## config.mk

```make
export PLATFORM = sky130hd
export DESIGN_NAME = vga_timing_gen
export DESIGN_NICKNAME = d
export VERILOG_FILES = /design/src/rtl/vga_timing_pkg.sv /design/src/rtl/vga_timing_gen_pixel_tick_div.sv /design/src/rtl/vga_timing_gen.sv
export SDC_FILE = /design/constraint.sdc
export NUM_CORES = 1
export LEC_CHECK = 0
export CORE_MARGIN = 2
export CORE_UTILIZATION = 57
export DETAILED_ROUTE_END_ITERATION = 7
export PLACE_DENSITY = 0.84
export SYNTH_ARGS = -nofsm -noshare
export SYNTH_HDL_FRONTEND = slang
export SYNTH_SLANG_ARGS = --single-unit
```

## constraint.sdc

```tcl
create_clock -name clk -period 6.8 [get_ports clk]
set_input_delay 1.7 -clock clk [delete_from_list [all_inputs] [get_ports clk]]
set_output_delay 1.7 -clock clk [all_outputs]
set_load 0.01 [all_outputs]
```

## src/rtl/vga_timing_pkg.sv

```systemverilog
// vga_timing_pkg: default 640x480@60 timing constants and line/frame total helpers
package vga_timing_pkg;
  localparam int D_CLK_DIV = 2;
  localparam int D_H_DISPLAY = 640;
  localparam int D_H_FRONT = 16;
  localparam int D_H_SYNC = 96;
  localparam int D_H_BACK = 48;
  localparam int D_V_DISPLAY = 480;
  localparam int D_V_FRONT = 10;
  localparam int D_V_SYNC = 2;
  localparam int D_V_BACK = 33;
  localparam int D_BLINK_FRAMES = 30;
  localparam int D_CW = 10;
  function automatic int h_total(input int d, input int f, input int s, input int b);
    return d + f + s + b;
  endfunction
  function automatic int v_total(input int d, input int f, input int s, input int b);
    return d + f + s + b;
  endfunction
endpackage

```

## src/rtl/vga_timing_gen_pixel_tick_div.sv

```systemverilog
// pixel_tick_div: one-clk pixel strobe every CLK_DIV clks while enabled
module pixel_tick_div #(
  parameter int CLK_DIV = 2
) (
  input  logic clk,
  input  logic reset,
  input  logic enable,
  output logic p_tick
);
  localparam int DW = CLK_DIV > 1 ? $clog2(CLK_DIV) : 1;
  localparam logic [DW-1:0] LAST = DW'(CLK_DIV - 1);
  logic [DW-1:0] cnt;
  always_ff @(posedge clk or posedge reset)
    if (reset) cnt <= '0;
    else cnt <= (!enable || cnt == LAST) ? '0 : cnt + DW'(1);
  assign p_tick = enable & ~reset & (cnt == LAST);
endmodule

```

## src/rtl/vga_timing_gen.sv

```systemverilog
// vga_timing_gen: parametrised VGA sync/position generator with run/hold, frame strobe and blink
module vga_timing_gen
  import vga_timing_pkg::*;
#(
  parameter int CLK_DIV = D_CLK_DIV,
  parameter int H_DISPLAY = D_H_DISPLAY,
  parameter int H_FRONT = D_H_FRONT,
  parameter int H_SYNC = D_H_SYNC,
  parameter int H_BACK = D_H_BACK,
  parameter int V_DISPLAY = D_V_DISPLAY,
  parameter int V_FRONT = D_V_FRONT,
  parameter int V_SYNC = D_V_SYNC,
  parameter int V_BACK = D_V_BACK,
  parameter bit SYNC_POL = 1'b0,
  parameter int BLINK_FRAMES = D_BLINK_FRAMES,
  parameter int CW = D_CW
) (
  input  logic          clk,
  input  logic          reset,
  input  logic          enable,
  output logic          p_tick,
  output logic          hsync,
  output logic          vsync,
  output logic          video_on,
  output logic [CW-1:0] pixel_x,
  output logic [CW-1:0] pixel_y,
  output logic          frame_start,
  output logic          blink
);
  localparam int HT = h_total(H_DISPLAY, H_FRONT, H_SYNC, H_BACK);
  localparam int VT = v_total(V_DISPLAY, V_FRONT, V_SYNC, V_BACK);
  localparam int BW = BLINK_FRAMES > 1 ? $clog2(BLINK_FRAMES) : 1;
  localparam logic [CW-1:0] H_LAST = CW'(HT - 1);
  localparam logic [CW-1:0] V_LAST = CW'(VT - 1);
  localparam logic [CW-1:0] H_VIS = CW'(H_DISPLAY);
  localparam logic [CW-1:0] V_VIS = CW'(V_DISPLAY);
  localparam logic [CW-1:0] HS_LO = CW'(H_DISPLAY + H_FRONT);
  localparam logic [CW-1:0] HS_HI = CW'(H_DISPLAY + H_FRONT + H_SYNC - 1);
  localparam logic [CW-1:0] VS_LO = CW'(V_DISPLAY + V_FRONT);
  localparam logic [CW-1:0] VS_HI = CW'(V_DISPLAY + V_FRONT + V_SYNC - 1);
  localparam logic [BW-1:0] F_LAST = BW'(BLINK_FRAMES - 1);
  logic [CW-1:0] h_cnt, v_cnt, h_next, v_next;
  logic [BW-1:0] f_cnt;
  logic h_last, v_last, wrap, hs_on, vs_on;
  pixel_tick_div #(.CLK_DIV(CLK_DIV)) u_div (
    .clk(clk),
    .reset(reset),
    .enable(enable),
    .p_tick(p_tick)
  );
  always_comb begin
    h_last = h_cnt == H_LAST;
    v_last = v_cnt == V_LAST;
    wrap = p_tick & h_last & v_last;
    h_next = h_last ? '0 : h_cnt + CW'(1);
    v_next = h_last ? (v_last ? '0 : v_cnt + CW'(1)) : v_cnt;
    hs_on = h_next >= HS_LO && h_next <= HS_HI;
    vs_on = v_next >= VS_LO && v_next <= VS_HI;
    video_on = enable & (h_cnt < H_VIS) & (v_cnt < V_VIS);
  end
  // syncs are loaded from the next position so they line up with pixel_x/pixel_y
  always_ff @(posedge clk or posedge reset)
    if (reset) begin
      h_cnt <= '0;
      v_cnt <= '0;
      hsync <= ~SYNC_POL;
      vsync <= ~SYNC_POL;
      frame_start <= 1'b0;
      f_cnt <= '0;
      blink <= 1'b0;
    end else begin
      frame_start <= wrap;
      if (p_tick) begin
        h_cnt <= h_next;
        v_cnt <= v_next;
        hsync <= hs_on ? SYNC_POL : ~SYNC_POL;
        vsync <= vs_on ? SYNC_POL : ~SYNC_POL;
      end
      if (wrap) begin
        f_cnt <= f_cnt == F_LAST ? '0 : f_cnt + BW'(1);
        blink <= blink ^ (f_cnt == F_LAST);
      end
    end
  assign pixel_x = h_cnt;
  assign pixel_y = v_cnt;
endmodule
```

== Yosys cells after proc, flatten, opt, wreduce, memory -nomap -nowiden ==
Index checks and enable logic that the tools add are counted.
Cells by class
  div/mod/pow operators: 0
  $mul: 0
  equality and inequality tests: 3
  muxes and demuxes: 7
  $lt $le $gt $ge: 6
  add/sub/neg operators: 4
  bitwise operators: 8
  reductions and logical operators: 4
  shift operators: 0
Operator list (count)
  $mux W10: 3
  $add A10 B1 Y10 const B: 2
  $eq A10 B10 Y1 const B: 2
  $ge A10 B10 Y1 const B: 1
  $ge A10 B9 Y1 const B: 1
  $le A10 B10 Y1 const B: 1
  $le A10 B9 Y1 const B: 1
  $lt A10 B10 Y1 const B: 1
  $lt A10 B9 Y1 const B: 1
  $and A1 B1 Y1: 6
  $add A5 B1 Y5 const B: 1
  $eq A5 B5 Y1 const B: 1
  $mux W5: 1
  $mux W1: 3
  $logic_and A1 B1 Y1: 2
  $add A1 B1 Y1 const B: 1
  $logic_not A1 Y1: 1
  $logic_or A1 B1 Y1: 1
  $not A1 Y1: 1
  $xor A1 B1 Y1: 1
Word-level totals
  output and inout bits: 26
  ROM bits: 0
  bits of input ports: 3
  bits in writable memories: 0
  logic and storage cells: 40
  bits in latches: 0
  register bits: 30
  memories kept: 0

== Depth between registers and ports, before layout ==
Gate-level depths: netlist of run 1.
  depth in word-level cells: 6
  mapped depth: 9
  gate-level depth less buffers: 8

== Cells and area by module ==
Synthesis of run 1 repeated with hierarchy kept, for this count alone.
Unflattened totals
  cell total of the unflattened synthesis: 224
  area total of the unflattened synthesis: 1903.1 um2
By module, submodules not included
  vga_timing_gen: sequential area each 728.2 um2, cells an instance 220, area each 1859.3 um2, instances 1
  pixel_tick_div: sequential area each 25.0 um2, cells an instance 4, area each 43.8 um2, instances 1

== Worst setup path after synthesis of run 1 ==
Ideal clock, no wire load.
  kind: input to output
  start: input reset
  end: output p_tick
  setup slack: 2.900 ns
  buffers on the path: 0
  arrival: 2.200 ns
  stages on the path: 2
  required time: 5.100 ns
  path through: nand3b_1 > clkinv_1
On the way
  word-level cells in the longest chain between the ends: 3
Ends and longest elaborated chain
  start, declared: line vga_timing_gen.sv:19  | input logic reset,
  $not A1 Y1: line vga_timing_gen_pixel_tick_div.sv:16  | assign p_tick = enable & ~reset & (cnt == LAST);
  $and A1 B1 Y1 (2 in series): line vga_timing_gen_pixel_tick_div.sv:16
  end, declared: line vga_timing_gen.sv:21  | output logic p_tick,
Every way passes these cells.

== Worst setup path in the final report of run 1 ==
Same ends and word-level chain as after synthesis.

==> run summary, run 1 <==
Status -> finished clean
Primary FF master, synth -> dfrtp_1
Reg2Reg Capture Point -> f_cnt[1]
Adder-cell share of the synthesized area -> 4.10%
Seq cells post-synth -> 30
Fin crit period -> 5.06 ns
Setup TNS -> 0 ns
# setup viols final -> 0
Core ar. -> 3050 sq um
Final slew viol count -> 0
CP arrival -> 3.36 ns
Vias in the first global route -> 1568
Residual DRC count -> 0
Max-cap viol count -> 0
CP Class -> input port to output port
Relative slew slack -> 24.9%
Post-route cell area -> 2180 sq um
Clk_skew -> 0.00725 ns
# IOs -> 29
Synth Area in Simple Gates -> 25.3%
FF-to-FF setup slack -> 4.15 ns
Final period utilization -> 74.5%
Yosys cell types -> 52
Main combinational cell family by area after synthesis -> simple AND/OR/NAND/NOR gates
Via count -> 1725
Worst skew pair latency -> 0.34 ns
Nets -> 245
Initial Util -> 60.0%
Full die area -> 3690 sq um
Avg Inst Size Synth -> 8.69 sq um
Seq/Total Area, Yosys -> 41.1%
Worst slew pin tran -> 1.13 ns
Root Buffer -> clkbuf_4
Most frequent cells in the layout -> nand2_1, dfrtp_1, clkdlybuf4s50_1
Ys Warns -> 0
Commonest non-fill, non-tap cell in the layout -> nand2_1
Gp weighted congestion -> 0.899
Worst Path Required -> 5.10 ns
Iter 0 DRT Violations -> 131
First-pass GRT wire length -> 7.25 mm
Antenna viol nets, final -> 0
Synth Area in Compound Gates -> 20.7%
Synth Cell Area -> 1830 sq um
Post-CTS Hold Fix Bufs -> 0
Finished Core Util -> 71.3%
Startpoint Class -> input port
Clock transition at the registers of the reported paths -> 0.10 ns
Worst Path Max Fanout -> 10
Layout cell share with drive strength beyond 1 -> 5.91%
Routed WL per cell -> 15.2 um
Largest net degree at the start of global routing -> 31
Worst hold endpoint -> u_div.cnt
Die W -> 60.7 um
Area grow syn2layout -> 18.8%
Gate Count Post-Synth -> 211
CTS Buf Count -> 5
Worst Hold Class -> flip-flop to flip-flop
XOR/XNOR Fraction of Synth Area -> 3.82%
Setup Fix Bufs, Post-CTS -> 0
Die height -> 60.7 um
Critical Path Sink Type -> output port
CTS tree -> yes
Worst-case reg-to-reg path depth -> 6
Pre-Repair DR Iteration Count -> 5
EDFF count, synth -> 0
Diode count -> 0
HPWL after DPL -> 2.99 mm
GR Overflow Total -> 0
Cell leakage power -> 0.852 nW
Placed inst area -> 2110 sq um
Ys async rst share -> 100%
Via density -> 6.14
H-Tree Depth -> 2
Hold Crit Start -> u_div.cnt
PortBufs -> 28
Finished Layout Cells -> 281
FF-to-FF Start -> pixel_x[0]
Post-synthesis mux area share -> 0%
Cell total after placement -> 273
Final WL -> 4.27 mm
Hold path depth -> 1
Initial antenna violation count -> 0
# clock sinks -> 30
Layout fillers -> 267
Maximum vdd drop -> 127 uV
Max frequency -> 197 MHz
Pwr Density -> 168 nW/um^2
CTS resizes -> 0
Syn_nets -> 220
RSZ-0062 raised after global routing -> no
Fin. Hold Viols -> 0
Tot GR Track Use -> 26.4%
CTS max path bufs -> 2
FP Rows -> 20
worst max-delay path, cell delays in order:
cell and delay [ns]:
clkdlybuf4s50_1 0.47, nand3b_1 0.31, clkinv_1 0.32, clkdlybuf4s50_1 0.56
flip-flops by register name, indices dropped and copies added (netlist names):
signal / count
u_div.cnt: 1
vsync: 1
pixel_x: 10
blink: 1
pixel_y: 10
hsync: 1
frame_start: 1
f_cnt: 5
final cells by class:
class / count / area [sq um] / share of cell area, %
clock buffers: 6 / 51.3 / 2.36
well taps: 44 / 55.1 / 2.53
flip-flops and latches: 30 / 753 / 34.6
inverters: 10 / 37.5 / 1.72
repair buffers: 28 / 280 / 12.9
multi-input cells: 161 / 987 / 45.3
clock inverters: 2 / 12.5 / 0.575
metal layers:
layer | share of wire [%] | GRT usage [%] | up-vias
li1 | - | - | 830
met1 | 44 | 34.1 | 823
met2 | 49 | 44.1 | 67
met3 | 5.6 | 4.26 | 5
met4 | 1.2 | 10.6 | 0
met5 | 0 | 0 | -
worst max-delay path by stage:
stage | startpoint | end | slack [ns] | cells after the start
2_1_floorplan | reset | p_tick | 2.90 | 2
3_5_place_dp | reset | p_tick | 1.74 | 4
3_3_place_gp | reset | p_tick | 1.79 | 4
5_1_grt | reset | p_tick | 1.60 | 4
4_1_cts | reset | p_tick | 1.73 | 4
6_report | reset | p_tick | 1.74 | 4
cell usage after synthesis (all sizes together), types with 3 or more instances:
library cell	number	share of area (%)
a21oi	5	1.4
a31oi	3	1.0
and3	5	1.7
buf	3	1.5
clkbuf	7	1.5
dfrtp	28	38
ha	6	4.1
inv	9	1.8
nand2	29	5.9
nand2b	3	1.0
nand3	7	1.9
nand4	4	1.4
nor2	14	2.9
nor3	4	1.1
nor4	4	1.4
o21ai	24	6.8
o31ai	9	3.7
or3	5	2.0
xnor2	4	1.9
xor2	4	1.9
cells by family after synthesis:
group / after synthesis
AO/OA/AOI/OAI: 58
XOR/XNOR: 8
adder cells (fa/ha/maj): 6
buffers and inverters: 20
flip-flops: 30
AND/OR/NAND/NOR: 89
stage by stage:
step                setup slack, ns  hold slack [ns]  total power [W]
floorplan                      2.90            0.403         0.000226
global placement               1.79            0.414         0.000252
finish                         1.74            0.443         0.000367
detailed placement             1.74            0.432         0.000256
global route                   1.60            0.457         0.000387
CTS                            1.73            0.447         0.000370
report_power, final:
group          internal, W  leakage [nW]  switching, W  total [W]
Combinational    0.0000252         0.422     0.0000224  0.0000476
Clock            0.0000496        0.0343     0.0000659   0.000116
Sequential        0.000188         0.396     0.0000156   0.000204
Note: power is estimated with default switching activity, not from simulation.
==> run 2: changes to the inputs <==
CORE_UTILIZATION = 53   (was 57)
PLACE_DENSITY = 0.79   (was 0.84)
clock period = 5.3 ns   (was 6.8 ns; I/O delays follow)
==> run 2 against run 1 <==
  * Cell count up 0.71%
  * Wire length down 5.3%
  * Non-clock buffer count unchanged
  * Critical path depth unchanged
  * Total power up 27%
  * Die area up 7.0%
  * Sequential share of layout area about the same
  * Register-to-register slack worse by 1.5 ns
  * Clock power up 23%
  * Clock-buffer cell count up 1
  * Sequential power up 28%
  * Combinational power up 23%
==> run summary, run 2 (same netlist as run 1, synthesis figures left out) <==
Status -> finished clean
CTS tree -> yes
Diode count -> 0
# clock sinks -> 30
Worst skew pair latency -> 0.33 ns
DP Worst Slack -> 0.985 ns
Worst Path Required -> 3.97 ns
Relative slew slack -> 25.1%
# setup viols final -> 0
Gp weighted congestion -> 0.922
Clock transition at the registers of the reported paths -> 0.09 ns
# IOs -> 29
Max frequency -> 231 MHz
Pre-Repair DR Iteration Count -> 4
Layout cell share with drive strength beyond 1 -> 5.49%
Largest net degree at the start of global routing -> 31
WL met3 -> 293 um
Fin crit period -> 4.33 ns
Via count -> 1676
Tot GR Track Use -> 21.9%
Fin. Hold Viols -> 0
Initial Util -> 54.9%
Root Buffer -> clkbuf_4
Routed WL per cell -> 14.3 um
Antenna viol nets, final -> 0
Maximum vdd drop -> 150 uV
Setup Fix Bufs, Post-CTS -> 0
Final slew viol count -> 0
CTS Buf Count -> 5
Commonest non-fill, non-tap cell in the layout -> nand2_1
Initial antenna violation count -> 0
Die W -> 62.8 um
Startpoint Class -> input port
Final WL -> 4.04 mm
Worst slew pin tran -> 1.12 ns
First-pass GRT wire length -> 6.89 mm
CP Class -> input port to output port
CP arrival -> 3.00 ns
Setup ws final -> 0.974 ns
Cell leakage power -> 0.853 nW
Nets -> 245
WL met2 -> 1.87 mm
Post-CTS Hold Fix Bufs -> 0
Clk_skew -> 0.0146 ns
Die height -> 62.8 um
Via density -> 5.92
HPWL after DPL -> 2.75 mm
FP Rows -> 21
Wl on met1 -> 1.83 mm
Critical Path Sink Type -> output port
CTS max path bufs -> 2
Vias in the first global route -> 1500
Tot Pwr -> 0.000464 W
GR Overflow Total -> 0
Most frequent cells in the layout -> nand2_1, dfrtp_1, clkdlybuf4s50_1
Core ar. -> 3340 sq um
Area grow syn2layout -> 18.7%
Full die area -> 3950 sq um
Pwr Density -> 213 nW/um^2
Top Layer Used -> met4
Residual DRC count -> 0
Finished Layout Cells -> 283
Iter 0 DRT Violations -> 223
PortBufs -> 28
Hold WS -> 0.430 ns
H-Tree Depth -> 2
Cell total after placement -> 275
RSZ-0062 raised after global routing -> no
Setup TNS -> 0 ns
Final period utilization -> 81.6%
Worst Path Max Fanout -> 10
Max-cap viol count -> 0
Worst Hold Class -> flip-flop to flip-flop
CTS resizes -> 0
run 2: cell count changes in the layout (fill, tap and decap cells not counted), sizes merged:
cell / before / now
clkinvlp: 1 / 0
clkbuf: 6 / 7
run 2: through the flow:
stage | utilization (%) | area, sq um
after global placement | 63.4 | 2120
after detailed placement | 63.4 | 2120
after floorplan | - | 1830
after global routing | 65.2 | 2180
final | 65.2 | 2180
after CTS | 65.2 | 2180
run 2: path summary, 6_finish.rpt:
check	slack, ns	endpoint	startpoint	cells past startpoint
setup / recovery	0.97	p_tick	reset	4
min in group asynchronous	1.60	pixel_x[5]	reset	2
max in group asynchronous	3.02	pixel_y[3]	reset	2
hold / removal	0.43	u_div.cnt	u_div.cnt	1
hold reg to reg	0.43	u_div.cnt	u_div.cnt	1
setup reg to reg	2.67	f_cnt[1]	pixel_x[1]	6
run 2: critical path: stages:
cell	delay (ns)
clkdlybuf4s50_1	0.47
nand3b_1	0.32
clkinv_1	0.33
clkdlybuf4s50_1	0.56
run 2: power breakdown:
group	switching [W]	total, W	leakage [nW]	internal, W
Combinational	0.0000269	0.0000587	0.422	0.0000318
Sequential	0.0000207	0.000262	0.396	0.000241
Clock	0.0000792	0.000143	0.0353	0.0000642
run 2: cell type report:
cell class	count	area, sq um
clock buffers	7	55.1
flip-flops and latches	30	753
well taps	46	57.6
fillers	289	1160
clock inverters	1	5.00
multi-input cells	161	987
inverters	10	37.5
repair buffers	28	280
run 2: per-layer routing:
layer  GRT usage (%)  vias to the layer above
met3            5.77                        5
li1                -                      829
met2            34.7                       77
met4            8.89                        0
met5               0                        -
met1            28.4                      765
